==> src/rtl/alu_serial_pkg.sv <==
// Shared definitions for the bit-serial ALU: opcodes, FSM states, slice controls.
// Flag outputs are built only when ALU_SERIAL_FLAGS_EN is defined.
package alu_serial_pkg;

    localparam int ALU_WIDTH = 32;

    typedef enum logic [3:0] {
        OP_AND = 4'b0000,
        OP_OR  = 4'b0001,
        OP_ADD = 4'b0010,
        OP_SUB = 4'b0110,
        OP_SLT = 4'b0111,
        OP_NOR = 4'b1100
    } alu_op_e;

    typedef enum logic [1:0] {
        ST_IDLE   = 2'd0,
        ST_RUN    = 2'd1,
        ST_FINISH = 2'd2
    } state_e;

    typedef enum logic [1:0] {
        SL_AND  = 2'b00,
        SL_OR   = 2'b01,
        SL_SUM  = 2'b10,
        SL_LESS = 2'b11
    } slice_op_e;

    typedef struct packed {
        logic      a_inv;
        logic      b_inv;
        slice_op_e op;
    } slice_ctrl_t;

    // Unsupported opcodes select the tied-low less input, so every bit comes out 0.
    function automatic slice_ctrl_t decode_ctrl(input logic [3:0] code);
        slice_ctrl_t c;
        c = '{a_inv: 1'b0, b_inv: 1'b0, op: SL_LESS};
        case (code)
            OP_AND: c.op = SL_AND;
            OP_OR:  c.op = SL_OR;
            OP_ADD: c.op = SL_SUM;
            OP_SUB, OP_SLT: begin
                c.b_inv = 1'b1;
                c.op    = SL_SUM;
            end
            OP_NOR: begin
                c.a_inv = 1'b1;
                c.b_inv = 1'b1;
                c.op    = SL_AND;
            end
            default: c.op = SL_LESS;
        endcase
        return c;
    endfunction

    function automatic logic needs_carry_in(input logic [3:0] code);
        return (code == OP_SUB) || (code == OP_SLT);
    endfunction

    function automatic logic is_arith(input logic [3:0] code);
        return (code == OP_ADD) || (code == OP_SUB);
    endfunction

    function automatic logic is_supported(input logic [3:0] code);
        return (code == OP_AND) || (code == OP_OR) || (code == OP_ADD) ||
               (code == OP_SUB) || (code == OP_SLT) || (code == OP_NOR);
    endfunction

endpackage

==> src/rtl/alu_bit_slice.sv <==
// One-bit ALU slice: optional operand inversion, full adder and a 4-way result select.
module alu_bit_slice
    import alu_serial_pkg::*;
(
    input  logic      a,
    input  logic      b,
    input  logic      less,
    input  logic      a_invert,
    input  logic      b_invert,
    input  logic      cin,
    input  slice_op_e op,
    output logic      result,
    output logic      cout
);

    logic a_eff;
    logic b_eff;
    logic sum;

    assign a_eff = a ^ a_invert;
    assign b_eff = b ^ b_invert;
    assign sum   = a_eff ^ b_eff ^ cin;
    assign cout  = (a_eff & b_eff) | (a_eff & cin) | (b_eff & cin);

    always_comb begin
        result = less;
        case (op)
            SL_AND:  result = a_eff & b_eff;
            SL_OR:   result = a_eff | b_eff;
            SL_SUM:  result = sum;
            default: result = less;
        endcase
    end

endmodule

==> src/rtl/alu_serial_ctrl.sv <==
// Bit-serial ALU controller: one result bit per clock, LSB first, 33-edge latency.
// Define ALU_SERIAL_FLAGS_EN to build the zero/overflow flag outputs.
module alu_serial_ctrl
    import alu_serial_pkg::*;
#(
    parameter int WIDTH = ALU_WIDTH
) (
    input  logic             clk_i,
    input  logic             rst_i,
    input  logic             start_i,
    input  logic [WIDTH-1:0] src1_i,
    input  logic [WIDTH-1:0] src2_i,
    input  logic [3:0]       alu_ctrl_i,
    output logic             busy_o,
    output logic             done_o,
    output logic [WIDTH-1:0] result_o,
    output logic             zero_o,
    output logic             overflow_o
);

    localparam int CNT_W = $clog2(WIDTH);

    state_e             state;
    logic [3:0]         op_q;
    logic [WIDTH-1:0]   a_q;
    logic [WIDTH-1:0]   b_q;
    logic [WIDTH-1:0]   res_q;
    logic [CNT_W-1:0]   cnt;
    logic               carry_q;
    logic               c31_q;
    logic               s31_q;
    logic               busy_q;
    logic               done_q;

    slice_ctrl_t        ctrl;
    logic               slice_res;
    logic               slice_cout;
    logic               slt_bit;
    logic [WIDTH-1:0]   final_res;

    assign ctrl = decode_ctrl(op_q);

    alu_bit_slice u_slice (
        .a        (a_q[cnt]),
        .b        (b_q[cnt]),
        .less     (1'b0),
        .a_invert (ctrl.a_inv),
        .b_invert (ctrl.b_inv),
        .cin      (carry_q),
        .op       (ctrl.op),
        .result   (slice_res),
        .cout     (slice_cout)
    );

    // In FINISH carry_q holds the carry out of the MSB, so c31_q ^ carry_q is the overflow term.
    assign slt_bit   = s31_q ^ (c31_q ^ carry_q);
    assign final_res = (op_q == OP_SLT) ? {{(WIDTH-1){1'b0}}, slt_bit} : res_q;

`ifdef ALU_SERIAL_FLAGS_EN
    logic zero_q;
    logic ovf_q;
`endif

    always_ff @(posedge clk_i) begin
        if (rst_i) begin
            state   <= ST_IDLE;
            op_q    <= '0;
            a_q     <= '0;
            b_q     <= '0;
            res_q   <= '0;
            cnt     <= '0;
            carry_q <= 1'b0;
            c31_q   <= 1'b0;
            s31_q   <= 1'b0;
            busy_q  <= 1'b0;
            done_q  <= 1'b0;
`ifdef ALU_SERIAL_FLAGS_EN
            zero_q  <= 1'b0;
            ovf_q   <= 1'b0;
`endif
        end else begin
            done_q <= 1'b0;
            case (state)
                ST_IDLE: begin
                    if (start_i) begin
                        op_q    <= alu_ctrl_i;
                        a_q     <= src1_i;
                        b_q     <= src2_i;
                        res_q   <= '0;
                        cnt     <= '0;
                        carry_q <= needs_carry_in(alu_ctrl_i);
                        busy_q  <= 1'b1;
                        state   <= ST_RUN;
                    end
                end
                ST_RUN: begin
                    res_q[cnt] <= slice_res;
                    carry_q    <= slice_cout;
                    cnt        <= cnt + 1'b1;
                    if (cnt == CNT_W'(WIDTH-1)) begin
                        c31_q <= carry_q;
                        s31_q <= slice_res;
                        state <= ST_FINISH;
                    end
                end
                ST_FINISH: begin
                    res_q  <= final_res;
                    busy_q <= 1'b0;
                    done_q <= 1'b1;
                    state  <= ST_IDLE;
`ifdef ALU_SERIAL_FLAGS_EN
                    zero_q <= is_supported(op_q) && (final_res == '0);
                    ovf_q  <= is_arith(op_q) && (c31_q ^ carry_q);
`endif
                end
                default: state <= ST_IDLE;
            endcase
        end
    end

    assign busy_o   = busy_q;
    assign done_o   = done_q;
    assign result_o = res_q;

`ifdef ALU_SERIAL_FLAGS_EN
    assign zero_o     = zero_q;
    assign overflow_o = ovf_q;
`else
    assign zero_o     = 1'b0;
    assign overflow_o = 1'b0;
`endif

endmodule

==> config.mk <==
export PLATFORM = sky130hd
export DESIGN_NAME = alu_serial_ctrl
export DESIGN_NICKNAME = d
export VERILOG_FILES = /design/src/rtl/alu_serial_pkg.sv /design/src/rtl/alu_bit_slice.sv /design/src/rtl/alu_serial_ctrl.sv
export SDC_FILE = /design/constraint.sdc
export NUM_CORES = 1
export LEC_CHECK = 0
export BUFFER_PORTS_ARGS = -buffer_cell sky130_fd_sc_hd__buf_4
export CORE_ASPECT_RATIO = 0.75
export CORE_MARGIN = 2
export CORE_UTILIZATION = 30
export CTS_CLUSTER_DIAMETER = 200
export DETAILED_ROUTE_END_ITERATION = 6
export HOLD_SLACK_MARGIN = 0.15
export RECOVER_POWER = 25
export SYNTH_ARGS = -nofsm -noshare
export SYNTH_HDL_FRONTEND = slang
export SYNTH_SLANG_ARGS = --single-unit
==> constraint.sdc <==
create_clock -name clk_i -period 4.6 [get_ports clk_i]
set_input_delay 0.23 -clock clk_i [delete_from_list [all_inputs] [get_ports clk_i]]
set_output_delay 0.23 -clock clk_i [all_outputs]
set_load 0.03 [all_outputs]
Word level (Yosys, flattened, before mapping):

Index checks and enable logic that the tools add are counted.

* add/subtract/negate cells: 1
* $lt $le $gt $ge: 2
* equal/unequal tests: 15
* mux-type cells: 24
* bitwise gates (word level): 12
* reduce and logical (&&, ||, !) cells: 17

Operators with widths (number)
* $pmux W32 S3: 1
* $mux W32: 2
* $bwmux W32: 1
* $eq A4 B3 Y1 const B: 4
* $bmux W1 S5: 2
* $pmux W5 S2: 1
* $reduce_and A2 Y1: 5
* $mux W1: 8
* $lt A5 B6 Y1 const B: 1
* $ne A2 B2 Y1 const B: 3
* $pmux W2 S3: 1
* $reduce_or A3 Y1: 2
* $xor A1 B1 Y1: 6
* $add A5 B1 Y5 const B: 1
* $demux W1 S5: 1
* $eq A5 B5 Y1 const B: 1
* $ge A5 B1 Y1 const B: 1
* $mux W5: 1
* $eq A2 B1 Y1 const B: 2
* $eq A2 B2 Y1 const B: 2
* $eq A4 B1 Y1 const B: 1
* $eq A4 B2 Y1 const B: 1
* $eq A4 B4 Y1 const B: 1
* $logic_not A2 Y1: 2
* other kinds (13): 20

* bits in registers: 112
* bits of input ports: 71
* output and inout bits: 36
* word-level logic and storage cells: 82

Logic depth before layout (Yosys ltp):

Gate-level depths: netlist of the first run.

* depth in word-level cells: 9
* depth in mapped cells: 13
* depth with buffers taken out: 11

Cells and area by module:

From an unflattened synthesis of the first run, not the netlist that was laid out.

* cell total of the unflattened synthesis: 679
* area, all modules: 5302.6 um^2

By module, submodules not included
* alu_serial_ctrl: instances 1, cells an instance 670, area each 5206.2 um^2, seq. area each 2242.2 um^2
* alu_bit_slice: instances 1, cells an instance 9, area each 96.3 um^2, seq. area each 0.0 um^2

Worst setup path after synthesis of the first run:

No wires, ideal clock.

* kind: flip-flop to flip-flop
* start: register cnt[1]
* end: register res_q[10], in the netlist result_o[10]
* setup time: 127 ps
* data arrival time: 2986 ps
* data required time: 4473 ps
* setup slack: 1487 ps
* stages on the path, launching flop included: 12
* buffers on the path: 0
* period minus slack after synthesis: 3113 ps
* path through: dfxtp_1 mux4_2 nor2b_1 o31a_1 nor4_4 xnor2_1 fa_1 nor2b_1 o21ai_0 o221ai_2 nand3_1 o22ai_1

* cells in the longest elaborated chain, start to end: 8
* elaborated cells on any way between the ends: 18
* those cells by class: order compare (2); mux (9); bitwise (6); reduce/logical (1)

RTL lines
* start: declaration: RTL line alu_serial_ctrl.sv:28 `logic [CNT_W-1:0] cnt;`
* start signal: assignment: RTL line alu_serial_ctrl.sv:99 `cnt <= cnt + 1'b1;`
* $bmux W1 S5, on equally long branches: RTL line alu_serial_ctrl.sv:44, alu_serial_ctrl.sv:45
* $mux W1, on equally long branches: RTL line alu_serial_ctrl.sv:44, alu_serial_ctrl.sv:45
* $xor A1 B1 Y1, on equally long branches: RTL line alu_bit_slice.sv:20, alu_bit_slice.sv:21
* $xor A1 B1 Y1 (2 in a row): RTL line alu_bit_slice.sv:22 `assign sum = a_eff ^ b_eff ^ cin;`
* $pmux W1 S3: RTL line alu_bit_slice.sv:27 `case (op)`
* $bwmux W32 *: RTL line alu_serial_ctrl.sv:97 `res_q[cnt] <= slice_res;`
* $pmux W32 S3 *: RTL line alu_serial_ctrl.sv:83 `case (state)`
* end signal: indexed assignment: RTL line alu_serial_ctrl.sv:97
* end signal: assignment: RTL line alu_serial_ctrl.sv:107 `res_q <= final_res;`
* end: declaration: RTL line alu_serial_ctrl.sv:27 `logic [WIDTH-1:0] res_q;`

Every way passes the cells marked *; elsewhere a longest branch is shown, timed or not. The select of a mux whose other input is x is not followed.
A chain may end at the register's enable or synchronous reset.

Worst setup path after layout of the first run:

* start: register cnt[3]
* end: register res_q[22], in the netlist result_o[22]

The elaborated chain is that of the path after synthesis.

==> results of run 1 <==
==> per-layer routing <==
metal	vias up	GRT usage	wire length, um
met3	19	0.03225	725
met1	2378	0.2428	8045
li1	2619	-	-
met2	135	0.2355	6453
met4	0	0.05114	236
met5	-	0	0
==> layout by cell type (no fill, tap or decap), types with 3 or more instances in the layout <==
| cell type | count |
|---|---|
| nand2_1 | 170 |
| dfxtp_1 | 111 |
| a21oi_1 | 94 |
| buf_4 | 78 |
| dlygate4sd3_1 | 63 |
| clkbuf_1 | 35 |
| o21ai_0 | 29 |
| inv_1 | 28 |
| o22ai_1 | 25 |
| mux2i_1 | 23 |
| nor2_1 | 20 |
| a211oi_1 | 14 |
| nand3_1 | 12 |
| ha_1 | 11 |
| clkbuf_16 | 9 |
| nand2b_1 | 7 |
| nor2b_1 | 7 |
| mux2_2 | 6 |
| nor3_1 | 5 |
| a22oi_1 | 5 |
| xnor2_1 | 3 |
| nand3b_1 | 3 |
| or2_2 | 3 |
| a221oi_1 | 3 |
==> flip-flops by register name (all words and copies together), names as in the netlist <==
signal and flops:
a_q 32, b_q 32, result_o 32, cnt 5
op_q 4, state 2, busy_o 1, c31_q 1
carry_q 1, done_o 1, s31_q 1
==> critical path: stages (launching register included) <==
cell and delay, ns:
dfxtp_1 0.85, inv_1 0.47, nand4_1 0.27, o311ai_4 0.14, nor4_4 0.37, xnor2_1 0.16, ha_1 0.20, nor4b_1 0.26
a31oi_1 0.09, o221ai_2 0.41, nand3_1 0.38, o22ai_1 0.29
==> cells by family (layout without fill, tap and decap cells) <==
group	after synthesis	count (layout)
other	1	2
muxes	31	31
buffers and inverters	81	219
DFF	112	112
and+or+nand+nor	248	248
xor gates and xnor gates	4	4
adders and majority gates	12	12
AOI/OAI and AO/OA	192	192
==> worst max-delay path by stage <==
stage	start	endpoint	slack [ns]	depth (start not counted)
2_1_floorplan	cnt[1]	result_o[10]	1.49	11
3_3_place_gp	cnt[3]	result_o[13]	0.79	10
3_5_place_dp	cnt[3]	result_o[29]	0.71	10
4_1_cts	cnt[3]	result_o[29]	0.69	10
5_1_grt	cnt[3]	result_o[22]	0.29	11
6_report	cnt[3]	result_o[22]	0.62	11
==> power groups by stage <==
stage	logic (mW)	registers (mW)	clock network [mW]
2_1_floorplan	0.176	1.05	0
3_3_place_gp	0.265	1.07	0
3_5_place_dp	0.267	1.06	0
4_1_cts	0.310	1.04	0.776
5_1_grt	0.343	1.05	0.804
6_report	0.309	1.04	0.757
==> layout make-up <==
class                   instances  area [um^2]  area share
well taps                     242        302.8     0.04282
repair buffers                175         1344      0.1901
clock buffers                  10        229.0     0.03238
flip-flops and latches        112         2243      0.3173
multi-input cells             489         2796      0.3955
clock inverters                 6        50.05    0.007078
inverters                      28        105.1     0.01486
==> stage by stage <==
| stage | hold slack [ns] | total power, mW | util | instance area, um^2 | std cells |
|---|---|---|---|---|---|
| 3_5_place_dp | 0.4465 | 1.330 | 0.3562 | 6289 | 983 |
| 6_report | 0.1665 | 2.107 | 0.4004 | 7071 | 1062 |
| 2_1_floorplan | 0.3660 | 1.230 | - | 5408 | 682 |
| 5_1_grt | 0.1693 | 2.194 | 0.4004 | 7071 | 1062 |
| 3_3_place_gp | 0.4425 | 1.330 | 0.3562 | 6289 | 983 |
| 4_1_cts | 0.1517 | 2.126 | 0.4077 | 7198 | 1062 |
==> results.ini, run 1 <==
[status]
outcome=complete, no violations

[min_path]
hp-start=src1_i[21]
hold_depth=3
hold_end=a_q[21]
holdCritPathClass=primary input to flop

[floorplan]
io_pins=107
initial_core_util=0.3061
die-area_mm2=0.01911
core_area_mm2=0.01766
fp.dieW_um=159.0
num_rows=42
fp.dieH_um=120.2

[synth]
yosysTopAreaCellShare=0.4149
synthMuxAreaShare=0.06344
synth-seq-cells=112
yosys.area_share.simple=0.2017
yosysTopAreaCell=dfxtp_1
synth_cell_types=62
yosysWarnings=0
synth_edf_count=0
yosysMostFrequentCell=nand2_1
avgSynthCellArea_um2=7.935
synth.area.top_cells=dfxtp_1 41%, nand2_1 12%, a21oi_1 8.7%
synth_fa_ha_area_frac=0.02917
synth_compound_area_frac=0.2135
synth_xor_area_frac=0.006483
synth_cells=681
synth_top_family_by_area=compound AO/OA/AOI/OAI gates
async_reset_ff_frac=0
ys.flop_type=dfxtp_1
synth_common_cells=171 x nand2_1, 112 x dfxtp_1, 94 x a21oi_1, 34 x clkbuf_1, 29 x o21ai_0
synth_area_mm2=0.005404
ys_seq_area_frac=0.4149

[timing]
maxSlewHeadroom=0.4201
clock.fmax_mhz=251.1
worst_slack_ns=0.6175
hold_viol=0
fin_skew_ns=0.009664
setup_viol=0
post-route-min-period_ns=3.982
slew_viol_final=0
grt_setup_unrepaired=no
timing.setup.tns_ns=0
fin_crit_sh=0.8658
worstMarginPinSlew_ns=0.8699

[clock_network]
cts_buffers=9
cts.sinks=112
cts.repair.resized=0
clk_pin_slew_worst_paths_ns=0.08
cts_setup_buffers=0
htree_levels=3
hold_buffers=63
clockBufferDepth=2
tritoncts=built
insertion_delay_ns=0.36
root_buffer=clkbuf_16

[route]
ant_nets=0
drtIter0Drc=313
vias=5151
drc=0
wl_per_cell_um=14.56
drt_pass1_iterations=5
drt-vias-per-instance=4.850
finalWirelength_um=15460

[pwr]
seqPwrFrac=0.494
switching_share=0.2715
p_per_area_mw_per_mm2=298.0
peakVddDrop_v=0.0001733
p_int_mw=1.535
pwr-share-comb=0.147
power.switching_uw=572.0
p_clk_frac=0.360
leakagePower_nw=2.548

[global_routing]
overflow=0
antenna_found_initial=0
gr-usage-all-layers=0.1630
grt_pass1_vias=4743
grt_pass1_wl_um=25010
grt_max_degree=85

[place]
place_ws_ns=0.7146
place_hpwl_um=10640
place.gp.congestion=0.8209
io_buffers=104

[worst_setup_path]
criticalPathCategory=flop to flop
start_kind=flop
r2r_slack_ns=0.62
cp.required_ns=4.87
crit_path_max_fanout=24
timing.rr.end=result_o[22]
reg2reg_from=cnt[3]
end_kind=flop
rr_worst_depth=11
arrival_ns=4.26

[final_layout]
num_antenna_cells=0
drive_above_1_share=0.1378
fillers=1879
fin_nets=898
area_growth_pct=30.84

[flow_run]
maxCapViolations=0

Power figures use the tool's default switching activity.
==> run 2, diff against run 1 <==
CORE_UTILIZATION = 40   (was 30)
==> results.ini, run 2 (synthesis gave the netlist of run 1 again) <==
[clock_network]
clk_pin_slew_worst_paths_ns=0.07  ; about the same
htree_levels=3  ; unchanged
cts_buffers=9  ; unchanged
clockBufferDepth=2  ; unchanged
insertion_delay_ns=0.35  ; about the same
cts.sinks=112  ; unchanged
root_buffer=clkbuf_16
tritoncts=built

[timing]
maxSlewHeadroom=-0.8096  ; -1.230
clock.fmax_mhz=257.8  ; +2.7%
slew_viol_final=70  ; +70
timing.setup.tns_ns=0  ; unchanged
worstMarginPinSlew_ns=2.714  ; +1.845 ns
post-route-min-period_ns=3.879  ; -0.1030 ns
fin_skew_ns=0.008523  ; -0.001141 ns
setup_viol=0  ; unchanged
grt_setup_unrepaired=no
fin_crit_sh=0.8434  ; -0.02240
hold_viol=0  ; unchanged

[route]
drtIter0Drc=461  ; +47%
wl_per_cell_um=15.21  ; +4.5%
drc=0  ; unchanged
drt-vias-per-instance=5.227  ; +7.8%
vias=5185  ; +0.66%
ant_nets=0  ; unchanged
finalWirelength_um=15090  ; -2.4%
drt_pass1_iterations=5  ; unchanged

[pwr]
p_int_mw=1.654  ; +7.8%
pwr-share-comb=0.139  ; -0.008
switching_share=0.2509  ; -0.02065
peakVddDrop_v=0.0002087  ; +20%
p_clk_frac=0.388  ; +0.028
power.switching_uw=554.1  ; -3.1%
seqPwrFrac=0.472  ; -0.022
leakagePower_nw=2.560  ; +0.49%
p_per_area_mw_per_mm2=313.9  ; +5.3%

[final_layout]
drive_above_1_share=0.1389  ; +0.001050
final_common_cell=nand2_1
area_growth_pct=30.22
mostFrequentLayoutCells=170 x nand2_1, 111 x dfxtp_1, 94 x a21oi_1
seqCellArea_mm2=0.002243  ; unchanged
fin_nets=899  ; +0.11%
num_antenna_cells=0  ; unchanged
multiInputGateArea_mm2=0.002796  ; unchanged
fin_util=0.5368  ; +0.1364
fillers=1262  ; -33%

[floorplan]
core_area_mm2=0.01311  ; -26%
fp.dieH_um=104.7  ; -13%
io_pins=107  ; unchanged
fp.dieW_um=138.2  ; -13%
num_rows=36  ; -14%
die-area_mm2=0.01447  ; -24%
initial_core_util=0.4123  ; +0.1062

[status]
outcome=finished, violations left
violations=capacitance limit, slew limit

[place]
io_buffers=104  ; unchanged
place_hpwl_um=10020  ; -5.8%
place.gp.congestion=0.8372  ; +2.0%

[worst_setup_path]
rr_worst_depth=9  ; -2
cp.required_ns=4.87  ; about the same
end_kind=flop
start_kind=flop
arrival_ns=4.15  ; -0.11 ns
crit_path_max_fanout=21  ; -13%
criticalPathCategory=flop to flop

[min_path]
hold_depth=3  ; unchanged
holdCritPathClass=primary input to flop

[global_routing]
gr-usage-all-layers=0.2105  ; +0.04750
overflow=0  ; unchanged
grt_max_degree=85  ; unchanged
grt_pass1_wl_um=25250  ; +0.97%
antenna_found_initial=0  ; unchanged
grt_pass1_vias=5148  ; +8.5%

[flow_run]
maxCapViolations=1  ; +1

## run 2: cell types whose count changed in the layout (fill, tap and decap cells not counted), sizes merged
| cell | change |
|---|---|
| clkbuf | +1 |
| inv | -2 |
| clkinv | -3 |
| clkinvlp | +3 |
| bufinv | +2 |
## run 2: per-stage QoR
step	setup WS, ns	std cells	hold slack [ns]	instance area (um^2)	total power, mW
after global routing	0.3843	992	0.1655	7037	2.302
after detailed placement	0.7830	913	0.4456	6207	1.326
after floorplan	1.487	682	0.3660	5408	1.230
after CTS	0.7557	992	0.1547	7168	2.224
after global placement	0.8818	913	0.4408	6207	1.319
final	0.7205	992	0.1512	7037	2.209
## run 2: final timing paths
check / startpoint / to / slack [ns]
max: cnt[0] / result_o[29] / 0.72
min: src2_i[30] / b_q[30] / 0.15
max reg2reg: cnt[0] / result_o[29] / 0.72
min reg2reg: result_o[6] / result_o[6] / 0.45
## run 2: critical path, stage by stage, from the launching register on
cell      delay (ns)
dfxtp_1         0.73
mux4_2          0.59
nand2_1         0.12
o311ai_4        0.12
nor4_4          0.38
xnor2_1         0.22
fa_1            0.50
o221ai_2        0.42
nand3_1         0.43
o22ai_1         0.29
## run 2: power by group through the flow
stage	logic, mW	clock network, mW	registers, mW
2_1_floorplan	0.176	0	1.05
3_3_place_gp	0.253	0	1.07
3_5_place_dp	0.261	0	1.07
4_1_cts	0.304	0.876	1.04
5_1_grt	0.343	0.909	1.05
6_report	0.308	0.858	1.04
## run 2: layout make-up
type	instances	area share
Multi-Input combinational cell	489	0.3974
Tap cell	171	0.03041
Timing Repair Buffer	176	0.1915
Sequential cell	112	0.3188
Clock inverter	6	0.01298
Clock buffer	10	0.03396
Inverter	28	0.01494
## run 2: what timing repair did
item	CTS	global route
buffers inserted	0	0
gates resized for setup	0	0
hold buffers	63	0
endpoints found under the hold margin	63	0
## run 2: routing by layer
layer | track usage | part of all wire
met1 | 0.2971 | 0.49
met5 | 0 | 0
met3 | 0.03896 | 0.049
met4 | 0.05102 | 0.014
met2 | 0.3342 | 0.45
